**config.mk**
```make
export PLATFORM = sky130hd
export DESIGN_NAME = vitals_tracker
export DESIGN_NICKNAME = d
export VERILOG_FILES = /design/src/rtl/vitals_tracker.sv
export SDC_FILE = /design/constraint.sdc
export NUM_CORES = 1
export LEC_CHECK = 0
export BUFFER_PORTS_ARGS = -buffer_cell sky130_fd_sc_hd__clkbuf_2
export CORE_ASPECT_RATIO = 0.5
export CORE_MARGIN = 1.5
export CORE_UTILIZATION = 50
export CTS_CLUSTER_SIZE = 14
export DETAILED_ROUTE_END_ITERATION = 16
export PLACE_DENSITY = 0.87
export SETUP_SLACK_MARGIN = 0.5
export SYNTH_ARGS = -nofsm -noshare
export SYNTH_HDL_FRONTEND = slang
export SYNTH_SLANG_ARGS = --single-unit
```
**constraint.sdc**
```tcl
create_clock -name clk -period 1.78 [get_ports clk]
set_input_delay 0.178 -clock clk [delete_from_list [all_inputs] [get_ports clk]]
set_output_delay 0.178 -clock clk [all_outputs]
set_load 0.05 [all_outputs]
```
**src/rtl/vitals_tracker.sv**
```systemverilog
// Per-player health/guard tracker: hit and block detection from state codes,
// guard regeneration and break, KO, round end and draw detection.
module vitals_tracker #(
    parameter int unsigned NUM_PLAYERS = 2,
    parameter int unsigned STATE_W     = 4,
    parameter int unsigned HP_W        = 3,
    parameter int unsigned MAX_HP      = 3,
    parameter int unsigned MAX_GUARD   = 3,
    parameter int unsigned HIT_DMG     = 1,
    parameter int unsigned S_HITSTUN   = 9,
    parameter int unsigned S_BLOCKSTUN = 10,
    parameter int unsigned REGEN_TICKS = 8
) (
    input  logic                           clk,
    input  logic                           rst,
    input  logic                           tick,
    input  logic                           round_start,
    input  logic [NUM_PLAYERS*STATE_W-1:0] player_state,
    output logic [NUM_PLAYERS*HP_W-1:0]    health,
    output logic [NUM_PLAYERS*HP_W-1:0]    guard,
    output logic [NUM_PLAYERS-1:0]         guard_break,
    output logic [NUM_PLAYERS-1:0]         ko,
    output logic                           round_over,
    output logic                           draw
);

    localparam int unsigned CNT_W = (REGEN_TICKS > 1) ? $clog2(REGEN_TICKS) : 1;
    localparam logic [HP_W-1:0]    HP_RELOAD    = HP_W'(MAX_HP);
    localparam logic [HP_W-1:0]    GUARD_RELOAD = HP_W'(MAX_GUARD);
    localparam logic [CNT_W-1:0]   CNT_LAST     = CNT_W'(REGEN_TICKS - 1);
    localparam logic [STATE_W-1:0] HIT_CODE     = STATE_W'(S_HITSTUN);
    localparam logic [STATE_W-1:0] BLK_CODE     = STATE_W'(S_BLOCKSTUN);

    logic [STATE_W-1:0] prev_state [NUM_PLAYERS];
    logic [STATE_W-1:0] cur_state  [NUM_PLAYERS];
    logic [HP_W-1:0]    hp_cur     [NUM_PLAYERS];
    logic [HP_W-1:0]    gd_cur     [NUM_PLAYERS];
    logic [CNT_W-1:0]   regen_cnt  [NUM_PLAYERS];
    logic               frozen;
    logic               active;

    logic [NUM_PLAYERS-1:0] hit_evt;
    logic [NUM_PLAYERS-1:0] blk_evt;

    logic [HP_W-1:0]        hp_nx  [NUM_PLAYERS];
    logic [HP_W-1:0]        gd_nx  [NUM_PLAYERS];
    logic [CNT_W-1:0]       cnt_nx [NUM_PLAYERS];
    logic [NUM_PLAYERS-1:0] gb_nx;
    logic [NUM_PLAYERS-1:0] ko_nx;
    logic [NUM_PLAYERS-1:0] ko_new;
    logic                   round_over_nx;
    logic                   draw_nx;
    logic                   frozen_nx;

    function automatic logic [HP_W-1:0] sat_sub(input logic [HP_W-1:0] v);
        if (32'(v) > HIT_DMG) return v - HP_W'(HIT_DMG);
        else                  return '0;
    endfunction

    // Events are ignored while frozen and in the reload cycle.
    assign active = !frozen && !round_start;

    for (genvar g = 0; g < NUM_PLAYERS; g++) begin : g_player
        assign cur_state[g] = player_state[g*STATE_W +: STATE_W];
        assign hp_cur[g]    = health[g*HP_W +: HP_W];
        assign gd_cur[g]    = guard[g*HP_W +: HP_W];
        assign hit_evt[g]   = active && (cur_state[g] != prev_state[g]) && (cur_state[g] == HIT_CODE);
        assign blk_evt[g]   = active && (cur_state[g] != prev_state[g]) && (cur_state[g] == BLK_CODE);
    end

    always_comb begin
        gb_nx = '0;
        ko_nx = ko;
        for (int i = 0; i < NUM_PLAYERS; i++) begin
            hp_nx[i]  = hp_cur[i];
            gd_nx[i]  = gd_cur[i];
            cnt_nx[i] = regen_cnt[i];

            if (hit_evt[i] || (blk_evt[i] && gd_cur[i] == '0)) begin
                hp_nx[i] = sat_sub(hp_cur[i]);
            end

            if (blk_evt[i]) begin
                if (gd_cur[i] == '0) begin
                    gd_nx[i] = GUARD_RELOAD;
                    gb_nx[i] = 1'b1;
                end else begin
                    gd_nx[i] = gd_cur[i] - HP_W'(1);
                end
            end

            // Regen counter: cleared by any event, parked at 0 while guard is full.
            if (hit_evt[i] || blk_evt[i] || gd_cur[i] >= GUARD_RELOAD) begin
                cnt_nx[i] = '0;
            end else if (tick && active) begin
                if (regen_cnt[i] == CNT_LAST) begin
                    gd_nx[i]  = gd_cur[i] + HP_W'(1);
                    cnt_nx[i] = '0;
                end else begin
                    cnt_nx[i] = regen_cnt[i] + CNT_W'(1);
                end
            end

            if (hp_nx[i] == '0) ko_nx[i] = 1'b1;
        end

        ko_new        = ko_nx & ~ko;
        round_over_nx = (ko == '0) && (ko_nx != '0);
        draw_nx       = draw || (round_over_nx && ((ko_new & (ko_new - NUM_PLAYERS'(1))) != '0));
        frozen_nx     = frozen || round_over_nx;
    end

    always_ff @(posedge clk) begin
        if (rst) begin
            for (int i = 0; i < NUM_PLAYERS; i++) begin
                prev_state[i]          <= '0;
                regen_cnt[i]           <= '0;
                health[i*HP_W +: HP_W] <= HP_RELOAD;
                guard[i*HP_W +: HP_W]  <= GUARD_RELOAD;
            end
            guard_break <= '0;
            ko          <= '0;
            round_over  <= 1'b0;
            draw        <= 1'b0;
            frozen      <= 1'b0;
        end else if (round_start) begin
            for (int i = 0; i < NUM_PLAYERS; i++) begin
                prev_state[i]          <= cur_state[i];
                regen_cnt[i]           <= '0;
                health[i*HP_W +: HP_W] <= HP_RELOAD;
                guard[i*HP_W +: HP_W]  <= GUARD_RELOAD;
            end
            guard_break <= '0;
            ko          <= '0;
            round_over  <= 1'b0;
            draw        <= 1'b0;
            frozen      <= 1'b0;
        end else begin
            for (int i = 0; i < NUM_PLAYERS; i++) begin
                prev_state[i]          <= cur_state[i];
                regen_cnt[i]           <= cnt_nx[i];
                health[i*HP_W +: HP_W] <= hp_nx[i];
                guard[i*HP_W +: HP_W]  <= gd_nx[i];
            end
            guard_break <= gb_nx;
            ko          <= ko_nx;
            round_over  <= round_over_nx;
            draw        <= draw_nx;
            frozen      <= frozen_nx;
        end
    end

endmodule
```
==> impl_results.md, run 1 <==
* Core area at 3510 um2
* Final TNS setup at -0.253 ns
* Global-route wire length before repair at 7190 um
* H-tree Lvls at 2
* DIE AREA at 4140 um2
* Remaining Overflow, GRT at 0
* Syn avg cell area at 9.91 um2
* Final-report setup violation count at 8
* Share of layout cells above drive strength 1 at 48.8%
* CTS tree: yes
* Inserted Diodes at 0
* Area delta synth->final at 47.8%
* Wire per inst at 17.5 um
* TritonCTS buffer count at 5
* Final Cell Area at 2770 um2
* Nets at 278
* Pre-CTS WS at -0.0227 ns
* Post-Syn Area at 1870 um2
* Max-slew violations at 0
* Fin crit share at 104%
* Vias post-DR at 1724
* Final hold vios at 0
* Initial antenna violation count at 0
* PnR worst setup slack at -0.0652 ns
* Commonest register cell after synthesis: dfxtp_1
* Failing checks: negative setup slack
* Synth async-reset ratio at 0%
* Commonest non-fill, non-tap cell in the layout: clkbuf_2
* PD cells at 547 nW/um2
* Clk buf depth at 2
* Outcome: finished with violations
* Hold_sp: player_state[3]
* Cell depth of the worst hold path at 2
* CP Capture Type: flip-flop
* Synth warn at 0
* HPWL Detailed at 3040 um
* Final min period at 1.85 ns
* Hold WC Path Type: in2reg
* Startpoint Class: flip-flop
* RR Startpoint: frozen
* Initial core utilization at 53.4%
* Crit path DAT at 2.07 ns
* Fmax at 542 MHz
* Die Ht at 46.3 um
* Chip width at 89.6 um
* WL final at 5280 um
* Required @ worst endpoint at 2.01 ns
* Num ports at 30
* Post-synth EDFFs at 14
* Site Rows at 15
* Pin count of the biggest net entering global routing at 11
* Router iterations before antenna repair at 4
* Residual DRC count at 0
* Port buffer count at 29
* CP max FO at 5
* Reg-to-reg critical path endpoint: draw
* Detail Route Antenna Nets at 0
* Vias in the first global route at 1558
* DRT iter0 DRCs at 112
* R2R setup slack at -0.07 ns
* Max-cap violation count at 0
* Commonest cells after routing, fill and taps aside: 29 x clkbuf_2, 15 x buf_4, 14 x nor2_1, 14 x edfxtp_1, 12 x nor2b_1
* RSZ-0062 raised after global routing: true
* Register area share after synthesis at 42.8%
* CP Class: reg2reg
* Synth cell types at 54
* Cells on worst reg2reg path at 5
* Gpl congestion at 0.868
* GRT Total Usage at 24.5%
* CTS clk-pin slew, worst paths at 0.07 ns
* Root buf cell: clkbuf_8
* Clk sinks at 33
* Hold EP: prev_state[0][3]
* Clk_skew at 0.00735 ns
* Yosys reg bits at 33
* Drt via density at 5.73
* Finished Core Util at 78.9%
* Worst hold slack at 0.200 ns
* Post-DP Area at 2350 um2
* LEAKAGE at 1.09 nW
* Max rail drop VDD at 0.433 mV
* Cells after Synth at 189
* Clock network latency to the later pin of the worst-skew pair at 0.29 ns
-- metal layers --
layer / up-vias / routed length (um) / GRT usage, %
li1: 791 / - / -
met1: 817 / 2000 / 27.1
met2: 82 / 2650 / 44.0
met5: - / 0 / 0
met3: 34 / 341 / 7.35
met4: 0 / 288 / 12.6
-- Yosys cell counts, drive strengths merged (2+ instances only) --
cell / instances / area (um2)
clkbuf: 2 / 7.51
xnor2: 2 / 17.5
inv: 16 / 60.1
o211ai: 2 / 15.0
a31o: 3 / 35.0
or2: 3 / 18.8
nand2b: 2 / 12.5
nor2: 15 / 56.3
o21ai: 8 / 40.0
nor3: 4 / 20.0
o2111ai: 2 / 23.8
ha: 17 / 213
a21oi: 8 / 40.0
dfxtp: 19 / 380
nand2: 11 / 41.3
a211oi: 4 / 30.0
or3: 4 / 30.0
nor2b: 12 / 75.1
mux2i: 2 / 20.0
edfxtp: 14 / 420
and2: 6 / 37.5
nor4: 2 / 12.5
a31oi: 4 / 40.0
a41oi: 2 / 25.0
xor2: 2 / 17.5
nand3: 3 / 15.0
-- cell type report --
cell class / count / area [um2]
Tap cell: 51 / 63.8
Timing Repair Buffer: 49 / 323
Clock inverter: 1 / 5.00
Sequential cell: 33 / 842
Clock buffer: 7 / 76.3
Fill cell: 210 / 741
Multi-Input combinational cell: 144 / 1390
Inverter: 16 / 65.1
-- critical path: stages, from the launching register on --
cell and delay, ns:
dfxtp_4 0.35, or4b_4 0.51, a31o_4 0.27, o41ai_4 0.38
a41oi_2 0.16, nor2_1 0.12
-- per-stage QoR --
stage,std cells,power (mW)
6_report,301,1.51
5_1_grt,301,1.56
4_1_cts,295,1.49
3_5_place_dp,281,0.934
3_3_place_gp,281,0.927
2_1_floorplan,196,0.890
-- cell families after synthesis --
group,Yosys count,share of synthesized area (%)
simple gates,69,20.2
buf+inv,19,3.87
flops,33,42.8
compound gates,44,18.6
other cells,1,0.200
fa+ha+maj,17,11.4
mux,2,1.07
xor+xnor,4,1.87
-- how the worst max path moves through the flow --
| stage | cells after the start | slack [ns] | end | from |
|---|---|---|---|---|
| global route | 5 | -0.12 | draw | frozen |
| floorplan | 5 | 0.07 | guard[1] | frozen |
| finish | 5 | -0.07 | draw | frozen |
| global placement | 5 | -0.02 | guard[5] | prev_state[0][4] |
| CTS | 5 | 0.02 | guard[1] | frozen |
| detailed placement | 5 | -0.02 | guard[5] | prev_state[0][4] |
-- state kept, by name, summed over array words and instances, names as in the netlist --
register / count
regen_cnt: 6
health: 6
prev_state: 8
frozen: 1
guard_break: 2
ko: 2
guard: 6
round_over: 1
draw: 1
-- where the power goes --
part	internal [mW]	switching, mW	leakage [nW]
Sequential	0.787	0.00860	0.306
Combinational	0.0656	0.102	0.741
Clock	0.274	0.277	0.0422
Total	1.13	0.387	1.09
-- what timing repair did --
action                                  in CTS  in global routing
endpoints found under the setup margin      31                 31
buffers inserted                             6                  6
hold buffers                                 0                  0
pin swaps                                   11                 31
gates cloned                                 0                  0
resized for setup                           23                 19
Note: power is estimated with default switching activity, not from simulation.
==> inputs of run 2 (changes only) <==
--- a/config.mk
+++ b/config.mk
@@ -9,7 +9,6 @@
 export CORE_ASPECT_RATIO = 0.5
 export CORE_MARGIN = 1.5
 export CORE_UTILIZATION = 50
-export CTS_CLUSTER_SIZE = 14
 export DETAILED_ROUTE_END_ITERATION = 16
 export PLACE_DENSITY = 0.87
 export SETUP_SLACK_MARGIN = 0.5
==> constraint.sdc (replaced) <==
create_clock -name clk -period 1.78 [get_ports clk]
set_input_delay 0 -clock clk [delete_from_list [all_inputs] [get_ports clk]]
set_output_delay 0 -clock clk [all_outputs]
set_load 0.05 [all_outputs]
==> run 2 against run 1 <==
The run still ends with negative setup slack left. Maximum frequency is 1.1% higher. Setup slack better by 0.019 ns. Register-to-register slack better by 0.02 ns. Critical endpoint is now guard[1]. Largest power group unchanged.
==> impl_results.md, run 2 (synthesized netlist as in run 1, its figures left out) <==
* Crit path DAT at 2.01 ns (was 2.07 ns)
* Grt peak-use layer: met2 (unchanged)
* PnR worst setup slack at -0.0458 ns (was -0.0652 ns)
* Pin count of the biggest net entering global routing at 11 (unchanged)
* Commonest cells after routing, fill and taps aside: 29 x clkbuf_2, 15 x buf_4, 14 x nor2_1, 14 x edfxtp_1, 12 x nor2b_1 (unchanged)
* RR Startpoint: frozen (unchanged)
* Root buf cell: clkbuf_8 (unchanged)
* Inserted Diodes at 0 (unchanged)
* Cell depth of the worst hold path at 2 (unchanged)
* Crit. Startpoint: frozen (unchanged)
* Detail Route Antenna Nets at 0 (unchanged)
* M2 GR Usage at 45.1% (was 44.0%)
* Max rail drop VDD at 0.455 mV (was 0.433 mV)
* Router iterations before antenna repair at 7 (was 4)
* R2R setup slack at -0.05 ns (was -0.07 ns)
* WL final at 4980 um (was 5280 um)
* Clk buf depth at 2 (unchanged)
* Gpl congestion at 0.862 (was 0.868)
* Final-report setup violation count at 3 (was 8)
* Startpoint Class: flip-flop (unchanged)
* Cells on worst reg2reg path at 5 (unchanged)
* Initial core utilization at 53.4% (unchanged)
* Number of flip-flops in the largest register at 8 (unchanged)
* Vias in the first global route at 1608 (was 1558)
* Remaining Overflow, GRT at 0 (unchanged)
* Fmax at 548 MHz (was 542 MHz)
* Finished Core Util at 77.3% (was 78.9%)
* PD cells at 576 nW/um2 (was 547 nW/um2)
* Failing checks: negative setup slack (unchanged)
* Commonest non-fill, non-tap cell in the layout: clkbuf_2 (unchanged)
* Chip width at 89.6 um (unchanged)
* Clock power frac at 38.3% (was 36.4%)
* Total power at 1.56 mW (was 1.51 mW)
* Final min period at 1.83 ns (was 1.85 ns)
* Outcome: finished with violations (unchanged)
* Met1 Use GR at 29.1% (was 27.1%)
* LEAKAGE at 1.06 nW (was 1.09 nW)
* Seq pwr share at 51.0% (was 52.5%)
* Share of layout cells above drive strength 1 at 46.8% (was 48.8%)
* Final TNS setup at -0.0598 ns (was -0.253 ns)
* Core area at 3510 um2 (unchanged)
* Site Rows at 15 (unchanged)
* Logic gate share of total power at 10.7% (was 11.1%)
* Max-slew violations at 0 (unchanged)
* H-tree Lvls at 2 (unchanged)
* Area delta synth->final at 44.9% (was 47.8%)
* Placed cell count at 281 (unchanged)
* Required @ worst endpoint at 1.96 ns (was 2.01 ns)
* Worst hold slack at 0.0295 ns (was 0.200 ns)
* TritonCTS buffer count at 5 (unchanged)
* Clk_skew at 0.00820 ns (was 0.00735 ns)
* Fin crit share at 103% (was 104%)
* Global-route wire length before repair at 7340 um (was 7190 um)
* CP Class: reg2reg (unchanged)
* FF/Latch Area at 840 um2 (was 842 um2)
* Wire per inst at 16.7 um (was 17.5 um)
* Hold EP: prev_state[0][3] (unchanged)
* CP max FO at 3 (was 5)
* Net Sw Power at 0.395 mW (was 0.387 mW)
* CTS clk-pin slew, worst paths at 0.07 ns (about the same)
* Multi-input logic area at 1360 um2 (was 1390 um2)
* Port buffer count at 29 (unchanged)
* Met3 GRT Util at 5.20% (was 7.35%)
* Clock network latency to the later pin of the worst-skew pair at 0.29 ns (about the same)
* Final hold vios at 0 (unchanged)
* DRT iter0 DRCs at 67 (was 112)
* Drt via density at 5.59 (was 5.73)
* CTS tree: yes (unchanged)
* GRT Total Usage at 24.5% (about the same)
* Num ports at 30 (unchanged)
* Nets at 276 (was 278)
* Finished Layout Cells at 299 (was 301)
* DIE AREA at 4140 um2 (unchanged)
* Hold WC Path Type: in2reg (unchanged)
* Max-cap violation count at 0 (unchanged)
* Largest Register: prev_state (unchanged)
* Vias post-DR at 1672 (was 1724)
* Hold_buf cts at 0 (unchanged)
* Switch share at 25.3% (was 25.6%)
* Initial antenna violation count at 0 (unchanged)
* Filler cells at 220 (was 210)
* Hold_sp: player_state[3] (unchanged)
* Die Ht at 46.3 um (unchanged)
* Internal power at 1.17 mW (was 1.13 mW)
* HPWL Detailed at 3170 um (was 3040 um)
* CP Capture Type: flip-flop (unchanged)
* RSZ-0062 raised after global routing: true (unchanged)
* Reg-to-reg critical path endpoint: guard[1] (was draw)
* Residual DRC count at 0 (unchanged)
* Clk sinks at 33 (unchanged)
-- run 2: layout make-up --
cell class                 instances  area share, %
tap                               51           2.35
multi-input combinational        144           50.3
inverter                          16           2.40
clock buffer                       8           3.32
timing repair buffer              47           10.7
sequential                        33           30.9
-- run 2: layer usage --
metal | vias up | routed length [um]
met5 | - | 0
li1 | 788 | -
met2 | 52 | 2610
met1 | 823 | 2120
met3 | 9 | 185
met4 | 0 | 59
-- run 2: worst max path at each step --
stage	slack [ns]	cells after the start	to
floorplan	0.07	5	guard[1]
global placement	0.06	5	guard[5]
CTS	0.01	7	frozen
detailed placement	-0.06	5	guard[5]
global route	-0.11	5	guard[1]
finish	-0.05	5	guard[1]
-- run 2: repair_timing --
item / 4_1_cts / 5_1_grt
pin swaps: 13 / 14
endpoints found under the hold margin: 0 / 0
setup buffers: 6 / 4
gates resized for setup: 15 / 16
setup endpoints to repair: 31 / 31
-- run 2: worst max-delay path, cell delays in order, from the launching register on --
cell and delay (ns):
dfxtp_2 0.33, or4b_4 0.52, a31oi_4 0.23, nand2_2 0.08, or3_1 0.34, a31o_1 0.22
-- run 2: per-stage QoR --
| stage | area (um2) | setup WS (ns) |
|---|---|---|
| finish | 2710 | -0.0458 |
| global route | 2710 | -0.111 |
| CTS | 2590 | 0.0145 |
| detailed placement | 2350 | -0.0629 |
| global placement | 2350 | 0.0585 |
| floorplan | 2090 | 0.0685 |
-- run 2: power groups by stage --
stage	clock, mW	combinational (mW)	sequential (mW)
after global routing	0.633	0.177	0.798
after floorplan	0	0.0772	0.813
after detailed placement	0	0.122	0.811
after CTS	0.594	0.146	0.796
final	0.599	0.167	0.798
after global placement	0	0.116	0.810
==> inputs of run 3 (changes only) <==
--- a/config.mk
+++ b/config.mk
@@ -8,9 +8,9 @@
 export BUFFER_PORTS_ARGS = -buffer_cell sky130_fd_sc_hd__clkbuf_2
 export CORE_ASPECT_RATIO = 0.5
 export CORE_MARGIN = 1.5
-export CORE_UTILIZATION = 50
+export CORE_UTILIZATION = 45
 export DETAILED_ROUTE_END_ITERATION = 16
-export PLACE_DENSITY = 0.87
+export PLACE_DENSITY = 0.8
 export SETUP_SLACK_MARGIN = 0.5
 export SYNTH_ARGS = -nofsm -noshare
 export SYNTH_HDL_FRONTEND = slang
==> run 3 against run 2 <==
The run now ends clean. Utilization fell by 7.6 points. Critical path depth grew 1. Clock skew decreased by 0.0016 ns. Register-to-register slack gained 0.06 ns. Final cell count down 0.33%. Maximum frequency up 3.4%. Worst hold slack improved by 0.011 ns. Largest cell class unchanged. Critical path type unchanged. Highest routed layer unchanged. First-iteration DRC count decreased by 27%. Global-route usage fell by 4.2 points. Non-clock buffer count down 4.
==> impl_results.md, run 3 (synthesized netlist as in run 1, its figures left out) <==
* Clk sinks at 33 (unchanged)
* WL final at 4600 um (was 4980 um)
* Outcome: complete, no violations (was finished with violations)
* Clk buf depth at 2 (unchanged)
* Commonest non-fill, non-tap cell in the layout: clkbuf_2 (unchanged)
* Highest routed metal layer: met4 (unchanged)
* H-tree Lvls at 2 (unchanged)
* Port buffer count at 29 (unchanged)
* Inserted Diodes at 0 (unchanged)
* DRT iter0 DRCs at 49 (was 67)
* Crit path depth at 6 (was 5)
* TritonCTS buffer count at 5 (unchanged)
* DIE AREA at 4580 um2 (was 4140 um2)
* Chip width at 94.2 um (was 89.6 um)
* Total power at 1.56 mW (about the same)
* CP max FO at 2 (was 3)
* Max-cap violation count at 0 (unchanged)
* LEAKAGE at 1.07 nW (was 1.06 nW)
* Residual DRC count at 0 (unchanged)
* Root buf cell: clkbuf_8 (unchanged)
* Fin crit share at 99.2% (was 103%)
* Slew HR at 61.9%
* Final TNS setup at 0 ns (was -0.0598 ns)
* Buffer and inverter count on the worst path at 1 (was 0)
* Remaining Overflow, GRT at 0 (unchanged)
* Global-route wire length before repair at 7000 um (was 7340 um)
* Drt via density at 5.39 (was 5.59)
* Hold WC Path Type: in2reg (unchanged)
* Hold_buf cts at 0 (unchanged)
* Final-report setup violation count at 0 (was 3)
* Largest Register: prev_state (unchanged)
* Number of flip-flops in the largest register at 8 (unchanged)
* Area delta synth->final at 46.9% (was 44.9%)
* Cell depth of the worst hold path at 2 (unchanged)
* Detail Route Antenna Nets at 0 (unchanged)
* M1 WL at 2030 um (was 2120 um)
* Pin count of the biggest net entering global routing at 11 (unchanged)
* CP max stage delay at 0.51 ns (was 0.52 ns)
* Commonest cells after routing, fill and taps aside: 29 x clkbuf_2, 14 x nor2_1, 14 x edfxtp_1, 12 x nor2b_1, 11 x inv_1 (was 29 x clkbuf_2, 15 x buf_4, 14 x nor2_1, 14 x edfxtp_1, 12 x nor2b_1)
* Router iterations before antenna repair at 4 (was 7)
* GRT Total Usage at 20.3% (was 24.5%)
* Initial antenna violation count at 0 (unchanged)
* Core area at 3940 um2 (was 3510 um2)
* R2R setup slack at 0.01 ns (was -0.05 ns)
* Gpl congestion at 0.859 (was 0.862)
* Final min period at 1.77 ns (was 1.83 ns)
* Crit path DAT at 1.98 ns (was 2.01 ns)
* Site Rows at 16 (was 15)
* Placed cell count at 283 (was 281)
* CTS clk-pin slew, worst paths at 0.06 ns (was 0.07 ns)
* Max-slew violations at 0 (unchanged)
* Wire per inst at 15.4 um (was 16.7 um)
* Final Cell Area at 2750 um2 (was 2710 um2)
* Fmax at 566 MHz (was 548 MHz)
* Critical path cell sequence: or4b_4 > a31oi_4 > buf_6 > nand2b_4 > or3_4 > a31oi_1 (was or4b_4 > a31oi_4 > nand2_2 > or3_1 > a31o_1)
* RSZ-0062 raised after global routing: true (unchanged)
* Clk_skew at 0.00665 ns (was 0.00820 ns)
* Num ports at 30 (unchanged)
* Post-DP Area at 2350 um2 (about the same)
* PD cells at 566 nW/um2 (was 576 nW/um2)
* Max rail drop VDD at 0.341 mV (was 0.455 mV)
* Startpoint Class: flip-flop (unchanged)
* Required @ worst endpoint at 1.99 ns (was 1.96 ns)
* Vias in the first global route at 1514 (was 1608)
* HPWL Detailed at 2930 um (was 3170 um)
* Metal3 WL at 168 um (was 185 um)
* Top delay family on crit path: simple AND/OR/NAND/NOR gates (unchanged)
* Met2 wire len at 2330 um (was 2610 um)
* Final hold vios at 0 (unchanged)
* Finished Core Util at 69.8% (was 77.3%)
* Share of layout cells above drive strength 1 at 49.2% (was 46.8%)
* CTS tree: yes (unchanged)
* Vias post-DR at 1605 (was 1672)
* Finished Layout Cells at 298 (was 299)
* Initial core utilization at 47.5% (was 53.4%)
* Clock network latency to the later pin of the worst-skew pair at 0.29 ns (about the same)
* Slew @ Worst Pin at 0.569 ns
* Cells on worst reg2reg path at 6 (was 5)
* Nets at 272 (was 276)
* CP Capture Type: flip-flop (unchanged)
* Max stage delay cell, worst path: or4b_4 (unchanged)
* CP Class: reg2reg (unchanged)
* Die Ht at 48.6 um (was 46.3 um)
-- run 3: cell types whose count changed in the layout (fill, tap and decap cells not counted), sizes merged --
cell / change
buf: -4
-- run 3: worst paths after layout --
check / startpoint / end
worst max register to register: frozen / round_over
worst min register to register: health[1] / health[1]
worst max-delay path: frozen / round_over
worst min-delay path: player_state[3] / prev_state[0][3]
-- run 3: power by group --
| group | switching (mW) | internal, mW | leakage, nW |
|---|---|---|---|
| Combinational | 0.105 | 0.0646 | 0.717 |
| Clock | 0.273 | 0.315 | 0.0455 |
| Sequential | 0.00994 | 0.789 | 0.306 |
-- run 3: stage by stage --
stage	setup slack, ns	hold slack, ns
5_1_grt	-0.0257	0.0447
6_report	0.0143	0.0404
4_1_cts	0.0426	0.0345
3_5_place_dp	0.00563	0.324
3_3_place_gp	0.0532	0.317
2_1_floorplan	0.0685	0.175
-- run 3: final cells by class --
| type | instances | area (um2) |
|---|---|---|
| Multi-Input combinational cell | 144 | 1420 |
| Fill cell | 251 | 1190 |
| Sequential cell | 33 | 840 |
| Timing Repair Buffer | 43 | 269 |
| Clock buffer | 8 | 90.1 |
| Tap cell | 54 | 67.6 |
| Inverter | 16 | 65.1 |
-- run 3: worst reg2reg max path, cell delays in order (launching register included) --
cell and delay, ns:
dfxtp_2 0.32, or4b_4 0.51, a31oi_4 0.20, buf_6 0.14, nand2b_4 0.05, or3_4 0.33, a31oi_1 0.14
-- run 3: what timing repair did --
item / in CTS / in global routing
resized for setup: 21 / 24
setup endpoints to repair: 31 / 31
pin swaps: 12 / 14
setup buffers: 5 / 2
-- run 3: per-layer routing --
| layer | GRT usage, % | vias up |
|---|---|---|
| li1 | - | 780 |
| met1 | 25.1 | 788 |
| met2 | 34.3 | 28 |
| met3 | 5.35 | 9 |
| met4 | 6.72 | 0 |
| met5 | 0 | - |
